**config.mk**
```make
export PLATFORM = sky130hd
export DESIGN_NAME = mod_src_arbiter
export DESIGN_NICKNAME = d
export VERILOG_FILES = /design/src/rtl/mod_src_arbiter.sv
export SDC_FILE = /design/constraint.sdc
export NUM_CORES = 1
export LEC_CHECK = 0
export BUFFER_PORTS_ARGS = -buffer_cell sky130_fd_sc_hd__buf_2
export CORE_MARGIN = 1
export CORE_UTILIZATION = 40
export CTS_BUF_LIST = sky130_fd_sc_hd__clkbuf_4
export CTS_CLUSTER_SIZE = 8
export DETAILED_ROUTE_END_ITERATION = 10
export GPL_TIMING_DRIVEN = 0
export PLACE_DENSITY = 0.72
export SLEW_MARGIN = 20
export SYNTH_ARGS = -nofsm -noshare
export SYNTH_HDL_FRONTEND = slang
export SYNTH_SLANG_ARGS = --single-unit
```
**constraint.sdc**
```tcl
create_clock -name clk -period 3.2 [get_ports clk]
set_input_delay 0.32 -clock clk [delete_from_list [all_inputs] [get_ports clk]]
set_output_delay 0.32 -clock clk [all_outputs]
set_load 0.005 [all_outputs]
```
**src/rtl/mod_src_arbiter.sv**
```systemverilog
// Round-robin share of the 8-to-5 repacker between two byte sources; 1-cycle arbitration, bytes pass combinationally in XFER.
// Backpressure: pk_ready is forwarded to the granted source; pad bytes hold on pk_ready low; ownership changes only on 5-byte groups.
module mod_src_arbiter #(
    parameter int GROUP_BYTES = 5,
    parameter int CW          = 3
) (
    input  logic        clk,
    input  logic        reset_n,
    input  logic [1:0]  src_valid,
    input  logic [7:0]  src_data0,
    input  logic [7:0]  src_data1,
    input  logic [1:0]  src_last,
    output logic [1:0]  src_ready,
    output logic [7:0]  pk_data,
    output logic        pk_valid,
    output logic        pk_sof,
    input  logic        pk_ready,
    output logic [1:0]  grant,
    output logic        pad_active,
    output logic [15:0] pad_total
);

    typedef enum logic [1:0] {
        IDLE = 2'd0,
        XFER = 2'd1,
        PAD  = 2'd2
    } state_t;

    localparam logic [CW-1:0] LAST_CNT = CW'(GROUP_BYTES - 1);

    state_t        r_state;
    logic [1:0]    r_grant;
    logic          r_rr_ptr;
    logic [CW-1:0] r_byte_cnt;
    logic [15:0]   r_pad_total;
    logic          r_first;

    logic          w_gsel;
    logic          w_win;
    logic          w_xfer;
    logic          w_last;
    logic          w_grp_end;
    logic [CW-1:0] w_cnt_nxt;

    assign w_gsel    = r_grant[1];
    assign w_win     = (src_valid == 2'b11) ? r_rr_ptr : src_valid[1];
    assign w_xfer    = pk_valid && pk_ready;
    assign w_last    = src_last[w_gsel];
    assign w_grp_end = (r_byte_cnt == LAST_CNT);
    assign w_cnt_nxt = w_grp_end ? '0 : r_byte_cnt + 1'b1;

    always_comb begin
        pk_data    = 8'h00;
        pk_valid   = 1'b0;
        pk_sof     = 1'b0;
        src_ready  = 2'b00;
        pad_active = 1'b0;
        case (r_state)
            XFER: begin
                pk_data           = w_gsel ? src_data1 : src_data0;
                pk_valid          = src_valid[w_gsel];
                pk_sof            = r_first && src_valid[w_gsel];
                src_ready[w_gsel] = pk_ready;
            end
            PAD: begin
                pk_valid   = 1'b1;
                pad_active = 1'b1;
            end
            default: ;
        endcase
    end

    assign grant     = r_grant;
    assign pad_total = r_pad_total;

    always_ff @(posedge clk or negedge reset_n) begin
        if (!reset_n) begin
            r_state     <= IDLE;
            r_grant     <= 2'b00;
            r_rr_ptr    <= 1'b0;
            r_byte_cnt  <= '0;
            r_pad_total <= 16'h0000;
            r_first     <= 1'b0;
        end else begin
            case (r_state)
                IDLE: begin
                    if (src_valid != 2'b00) begin
                        r_grant    <= w_win ? 2'b10 : 2'b01;
                        r_rr_ptr   <= ~w_win;
                        r_byte_cnt <= '0;
                        r_first    <= 1'b1;
                        r_state    <= XFER;
                    end
                end
                XFER: begin
                    if (w_xfer) begin
                        r_first    <= 1'b0;
                        r_byte_cnt <= w_cnt_nxt;
                        if (w_last) begin
                            if (w_grp_end) begin
                                r_grant <= 2'b00;
                                r_state <= IDLE;
                            end else begin
                                r_state <= PAD;
                            end
                        end
                    end
                end
                PAD: begin
                    if (w_xfer) begin
                        r_byte_cnt <= w_cnt_nxt;
                        if (r_pad_total != 16'hFFFF)
                            r_pad_total <= r_pad_total + 16'd1;
                        if (w_grp_end) begin
                            r_grant <= 2'b00;
                            r_state <= IDLE;
                        end
                    end
                end
                default: r_state <= IDLE;
            endcase
        end
    end

endmodule

```
==> results of run 1 <==
==> per-layer routing <==
layer	track usage [%]	up-vias	routed length (um)
met5	0	-	0
met2	26.7	22	1780
met4	3.13	0	0
li1	-	750	-
met3	3.00	0	105
met1	23.4	704	1800
==> area by class of cell <==
| class | count | area (sq um) |
|---|---|---|
| repair buffers | 54 | 275 |
| inverters | 8 | 30.0 |
| well taps | 50 | 62.6 |
| plain buffers | 6 | 42.5 |
| flip-flops and latches | 25 | 626 |
| clock inverters | 1 | 7.51 |
| fillers | 390 | 1980 |
| clock buffers | 3 | 22.5 |
| multi-input cells | 135 | 1040 |
==> per-stage QoR <==
| stage | instance area [sq um] | hold WS [ns] | worst slack [ns] | util [%] |
|---|---|---|---|---|
| final | 2110 | 0.251 | 0.927 | 51.7 |
| after detailed placement | 2070 | 0.352 | 1.31 | 50.7 |
| after global placement | 2070 | 0.345 | 1.34 | 50.7 |
| after floorplan | 1740 | 0.0244 | 1.49 | - |
| after CTS | 2110 | 0.226 | 0.888 | 51.7 |
| after global routing | 2110 | 0.226 | 0.703 | 51.7 |
==> worst max path at each step <==
stage	cells after the start	endpoint	startpoint	slack, ns
floorplan	7	pad_total[11]	r_state[1]	1.49
global placement	7	pad_total[11]	r_state[1]	1.34
detailed placement	7	pad_total[11]	r_state[1]	1.31
CTS	7	src_ready[0]	r_state[1]	0.89
global route	6	pk_data[7]	r_state[1]	0.70
finish	6	pk_data[7]	r_state[1]	0.93
==> state kept, by name, indices dropped and copies added (netlist names) <==
name	flops
r_byte_cnt	3
pad_total	16
r_first	1
r_rr_ptr	1
grant	2
r_state	2
==> worst max-delay path, stage by stage, from the launching register on <==
cell and delay (ns):
dfrtp_1 0.46, inv_1 0.10, ha_1 0.14, clkbuf_1 0.28, clkbuf_1 0.35, nor2b_1 0.18
buf_2 0.12
==> cells by family (layout without fill, tap and decap cells) <==
kind of cell	after synthesis	count (layout)	synth area share [%]
xor gates and xnor gates	11	11	5.53
and+or+nand+nor	68	68	27.1
buffers and inverters	14	72	4.16
muxes	13	13	7.82
adders and majority gates	7	7	5.02
DFF	25	25	35.9
AOI/OAI and AO/OA	36	36	14.4
==> layout by cell type, fill, tap and decap left out, types with 5 or more instances in the layout <==
cell type  netlist  routed
nand4_1          5       5
mux2i_1         11      11
nor2_1           9       9
inv_1            8       8
a21oi_1          7       7
nand2_1         12      12
o21ai_0          6       6
buf_2            1      54
dfrtp_1         25      25
ha_1             7       7
nand3_1          6       6
nor2b_1          8       8
xnor2_1          8       8
==> synth_stat cells, drive strengths merged (2+ instances only) <==
cell,n,area share [%]
nand4,7,4.2
nor3,4,2.1
nand3b,2,0.86
and3,6,2.4
inv,8,1.7
or2,2,0.72
nor2b,8,2.9
clkbuf,2,0.43
a21boi,2,0.86
ha,7,5.0
nand3,7,2.7
nor4,3,2.8
a21oi,8,2.5
o21ai,7,2.0
o21a,3,1.3
nand2,12,2.6
dfrtp,25,36
nor3b,2,0.86
xnor2,8,4.0
nor2,10,2.6
mux2,2,1.5
a211oi,2,1.1
xor2,3,1.5
a21o,3,1.3
mux2i,11,6.3
buf,4,2.0
a31oi,2,0.72
==> where the power goes <==
part | total, mW | leakage [nW] | internal [mW] | switching (mW)
Sequential | 0.421 | 0.327 | 0.373 | 0.0481
Combinational | 0.695 | 0.746 | 0.340 | 0.355
Clock | 0.147 | 0.0139 | 0.0478 | 0.0990
Total | 1.26 | 1.09 | 0.761 | 0.502
==> what timing repair did <==
action,4_1_cts,5_1_grt
gates resized for setup,0,0
hold endpoints to repair,25,0
hold buffers,1,0
buffers inserted,0,0
==> run_results.csv, run 1 <==
group,metric,value,unit
detailed_routing,firstDrtPassIters,4,
cells_and_area,drive_gt1_share,34.5,%
worst_setup_path,reg2reg_depth,7,
placed_design,post-dp-hpwl,2.87,mm
yosys,synth-seq-area-share,35.9,%
run,drv_cap,0,
floorplanning,die_area,4630,sq um
worst_setup_path,worstPathArrival,1.95,ns
yosys,synth_cells,174,
power,powerDensity,598,nW/um^2
cells_and_area,fin_cells,282,
clock_network,cts.reportedPaths.clkPinSlew,0.15,ns
grt,overflow,0,
grt,antenna_found_initial,0,
worst_hold_path,hold_depth,2,
power,vdd_ir_drop_max,0.272,mV
detailed_routing,drc,0,
floorplanning,num_io_pins,54,
clock_network,ctsRootBufferMaster,"clkbuf_4",
placed_design,dp_cells,277,
timing,fin_skew,0.0134,ns
grt,grt_start_max_net_pins,26,
worst_setup_path,reg2reg_from,"r_state[1]",
detailed_routing,avgViaCountPerCell,5.23,
clock_network,h-tree-depth,1,
grt,grt_pass1_vias,1283,
detailed_routing,post_drt_wl_per_cell,13.1,um
yosys,ys_warn_count,0,
worst_setup_path,r2r_end,"pad_total[13]",
floorplanning,fp.coreArea,4090,sq um
detailed_routing,wl,3.68,mm
detailed_routing,num_vias,1476,
yosys,async_reset_ff_share,100,%
worst_hold_path,hold_path_end,"r_rr_ptr",
timing,hold_viol,0,
worst_hold_path,min_from,"src_valid[1]",
yosys,synth-edff-count,0,
worst_setup_path,criticalPathCategory,"flip-flop to primary output",
timing,rsz0062_at_grt,"false",
worst_setup_path,cp_max_fo,10,
clock_network,cts.sinks,25,
timing,final.setup.tns,0,ns
yosys,mappedNetlistArea,1740,sq um
timing,slew_headroom,61.2,%
worst_setup_path,reg2reg_slack,1.28,ns
grt,grt_first_pass_wirelength,5.93,mm
detailed_routing,drt_iter0_markers,63,
timing,setup_viol,0,
placed_design,gp_congestion,0.811,
clock_network,cts_made_buffers,3,
timing,tightest_slew,0.582,ns
clock_network,cts_tree,"built",
worst_hold_path,hold_class,"input pin to flip-flop",
cells_and_area,fin_nets,263,
power,p_leak,1.09,nW
floorplanning,num_rows,23,
worst_setup_path,end_kind,"primary output",
cells_and_area,syn2layout_area_growth,21.1,%
floorplanning,dieHeight,68.0,um
timing,fmax,440,MHz
outcome,run_status,"completed",
grt,grt.total_usage,16.7,%
yosys,synth_ff_type,"dfrtp_1",
yosys,ys_types,55,
floorplanning,start_util,42.7,%
worst_setup_path,critPathRequiredTime,2.88,ns
yosys,ys_ff_latch,25,
worst_setup_path,cp-start-kind,"flip-flop",
power,p_total,1.26,mW
clock_network,clk_latency,0.33,ns
yosys,syn_avg_cell_area,10.0,sq um
yosys,synth_nets,204,
placed_design,portBuffers,53,
floorplanning,die_w,68.0,um
cells_and_area,antenna_cells,0,
timing,min_period,2.27,ns
clock_network,cts_max_path_buffers,2,
detailed_routing,final_antenna_net_count,0,
timing,fin_crit_sh,71.0,%
timing,drv_slew,0,
Note: power is estimated with default switching activity, not from simulation.
==> run 2, diff against run 1 <==
- clock period: 3.2 -> 2.3 ns (I/O delays scaled with it)
==> run 2 against run 1 <==
  * Critical path depth is 1 higher
  * Clock power grew 39%
  * Final area barely moved
  * Highest routed layer unchanged
==> run_results.csv, run 2 (synthesis results as in run 1) <==
group,metric,value,unit
worst_hold_path,min_from,"src_valid[1]",
worst_setup_path,reg2reg_depth,7,
grt,grt.total_usage,16.7,%
outcome,run_status,"completed",
power,seq_power_share,33.3,%
power,pwr-share-comb,55.1,%
floorplanning,start_util,42.7,%
detailed_routing,final_antenna_net_count,0,
grt,overflow,0,
worst_setup_path,end_kind,"primary output",
timing,rsz0062_at_grt,"false",
timing,min_period,2.07,ns
floorplanning,die_w,68.0,um
cells_and_area,layout.cells.most_common,"buf_2",
clock_network,cts.sinks,25,
floorplanning,die_area,4630,sq um
detailed_routing,drc,0,
cells_and_area,multi_input_area,1040,sq um
worst_setup_path,reg2reg_from,"r_state[1]",
floorplanning,num_rows,23,
cells_and_area,largest_reg_flops,16,
worst_setup_path,cp_max_fo,10,
grt,antenna_found_initial,0,
power,p_clk_share,11.6,%
worst_setup_path,worstPathArrival,1.84,ns
timing,final.setup.tns,0,ns
placed_design,gp_congestion,0.811,
detailed_routing,avgViaCountPerCell,5.19,
cells_and_area,fillCellCount,391,
cells_and_area,antenna_cells,0,
worst_setup_path,critPathRequiredTime,2.07,ns
timing,fmax,484,MHz
clock_network,cts_made_buffers,3,
power,vdd_ir_drop_max,0.379,mV
floorplanning,dieHeight,68.0,um
detailed_routing,num_vias,1464,
worst_hold_path,hold_class,"input pin to flip-flop",
timing,fin_crit_sh,89.8,%
worst_setup_path,reg2reg_slack,0.38,ns
placed_design,placed_area,2070,sq um
grt,grt_first_pass_wirelength,5.93,mm
power,p_sw_share,39.7,%
power,p_int,1.06,mW
clock_network,h-tree-depth,1,
floorplanning,fp.coreArea,4090,sq um
clock_network,cts.reportedPaths.clkPinSlew,0.15,ns
worst_setup_path,r2r_end,"pad_total[13]",
cells_and_area,fin_cells,282,
cells_and_area,final_cell_area,2110,sq um
power,p_switching,0.698,mW
timing,slew_headroom,61.1,%
worst_hold_path,hold_path_end,"r_rr_ptr",
cells_and_area,final_cell_mix,"buf_2, dfrtp_1, nand2_1",
placed_design,post-dp-hpwl,2.87,mm
grt,grt_start_max_net_pins,26,
cells_and_area,syn2layout_area_growth,21.2,%
clock_network,post_cts_buffers,0,
timing,hold_viol,0,
detailed_routing,post_drt_wl_per_cell,13.0,um
worst_hold_path,hold_depth,2,
placed_design,place_ws,0.408,ns
worst_setup_path,criticalPathCategory,"flip-flop to primary output",
detailed_routing,drt_iter0_markers,58,
detailed_routing,firstDrtPassIters,4,
cells_and_area,fin_nets,263,
timing,setup_viol,0,
clock_network,cts_max_path_buffers,2,
timing,drv_slew,0,
clock_network,clk_latency,0.33,ns
power,p_leak,1.09,nW
clock_network,cts_tree,"built",
power,powerDensity,833,nW/um^2
floorplanning,num_io_pins,54,
placed_design,portBuffers,53,
detailed_routing,wl,3.67,mm
run,drv_cap,0,
cells_and_area,drive_gt1_share,34.9,%
grt,grt_pass1_vias,1283,
clock_network,ctsRootBufferMaster,"clkbuf_4",
placed_design,dp_cells,277,
worst_setup_path,cp-start-kind,"flip-flop",
timing,tightest_slew,0.583,ns
timing,setup_slack,0.234,ns
cells_and_area,area.sequential,626,sq um
timing,fin_skew,0.0134,ns
-- run 2: cell counts in the layout (fill, tap and decap cells not counted) --
Identical to the previous run, type by type.
-- run 2: power groups by stage --
stage	Clock (mW)	Sequential, mW	Combinational [mW]
floorplan	0	0.585	0.704
detailed placement	0	0.595	0.972
global route	0.229	0.597	1.08
CTS	0.217	0.586	0.978
global placement	0	0.592	0.955
finish	0.204	0.586	0.968
-- run 2: area by class of cell --
cell class | count | share of cell area, %
Multi-Input combinational cell | 135 | 49.5
Sequential cell | 25 | 29.6
Timing Repair Buffer | 54 | 13.0
Tap cell | 50 | 2.96
Buffer | 6 | 2.07
Inverter | 8 | 1.42
Clock buffer | 3 | 1.07
Clock inverter | 1 | 0.355
-- run 2: timing repair --
action                                 CTS  global route
setup endpoints to repair                0             9
resized for setup                        0             2
hold buffers                             1             0
endpoints found under the hold margin   25             0
-- run 2: worst max path at each step --
stage / start / endpoint / slack [ns]
after global routing: r_state[1] / pk_data[7] / 0.01
final: r_state[1] / src_ready[0] / 0.23
after floorplan: r_state[1] / pad_total[11] / 0.59
after CTS: r_state[1] / src_ready[0] / 0.08
after global placement: r_state[1] / pad_total[11] / 0.44
after detailed placement: r_state[1] / pad_total[11] / 0.41
-- run 2: through the flow --
stage	util (%)	power (mW)	hold slack, ns
2_1_floorplan	-	1.29	-0.0656
3_3_place_gp	50.7	1.55	0.255
3_5_place_dp	50.7	1.57	0.262
4_1_cts	51.7	1.78	0.136
5_1_grt	51.7	1.91	0.136
6_report	51.7	1.76	0.158
-- run 2: critical path, cell delays in order (launching register included) --
cell      delay (ns)
dfrtp_1         0.46
inv_1           0.10
ha_1            0.14
clkbuf_1        0.28
clkbuf_2        0.26
nand2_1         0.07
nor2_1          0.08
buf_2           0.12
-- run 2: per-layer routing --
layer,wire [um],vias to the layer above,GRT usage (%)
li1,-,748,-
met2,1780,20,26.7
met1,1800,696,23.4
met4,0,0,3.13
met5,0,-,0
met3,100,0,3.00
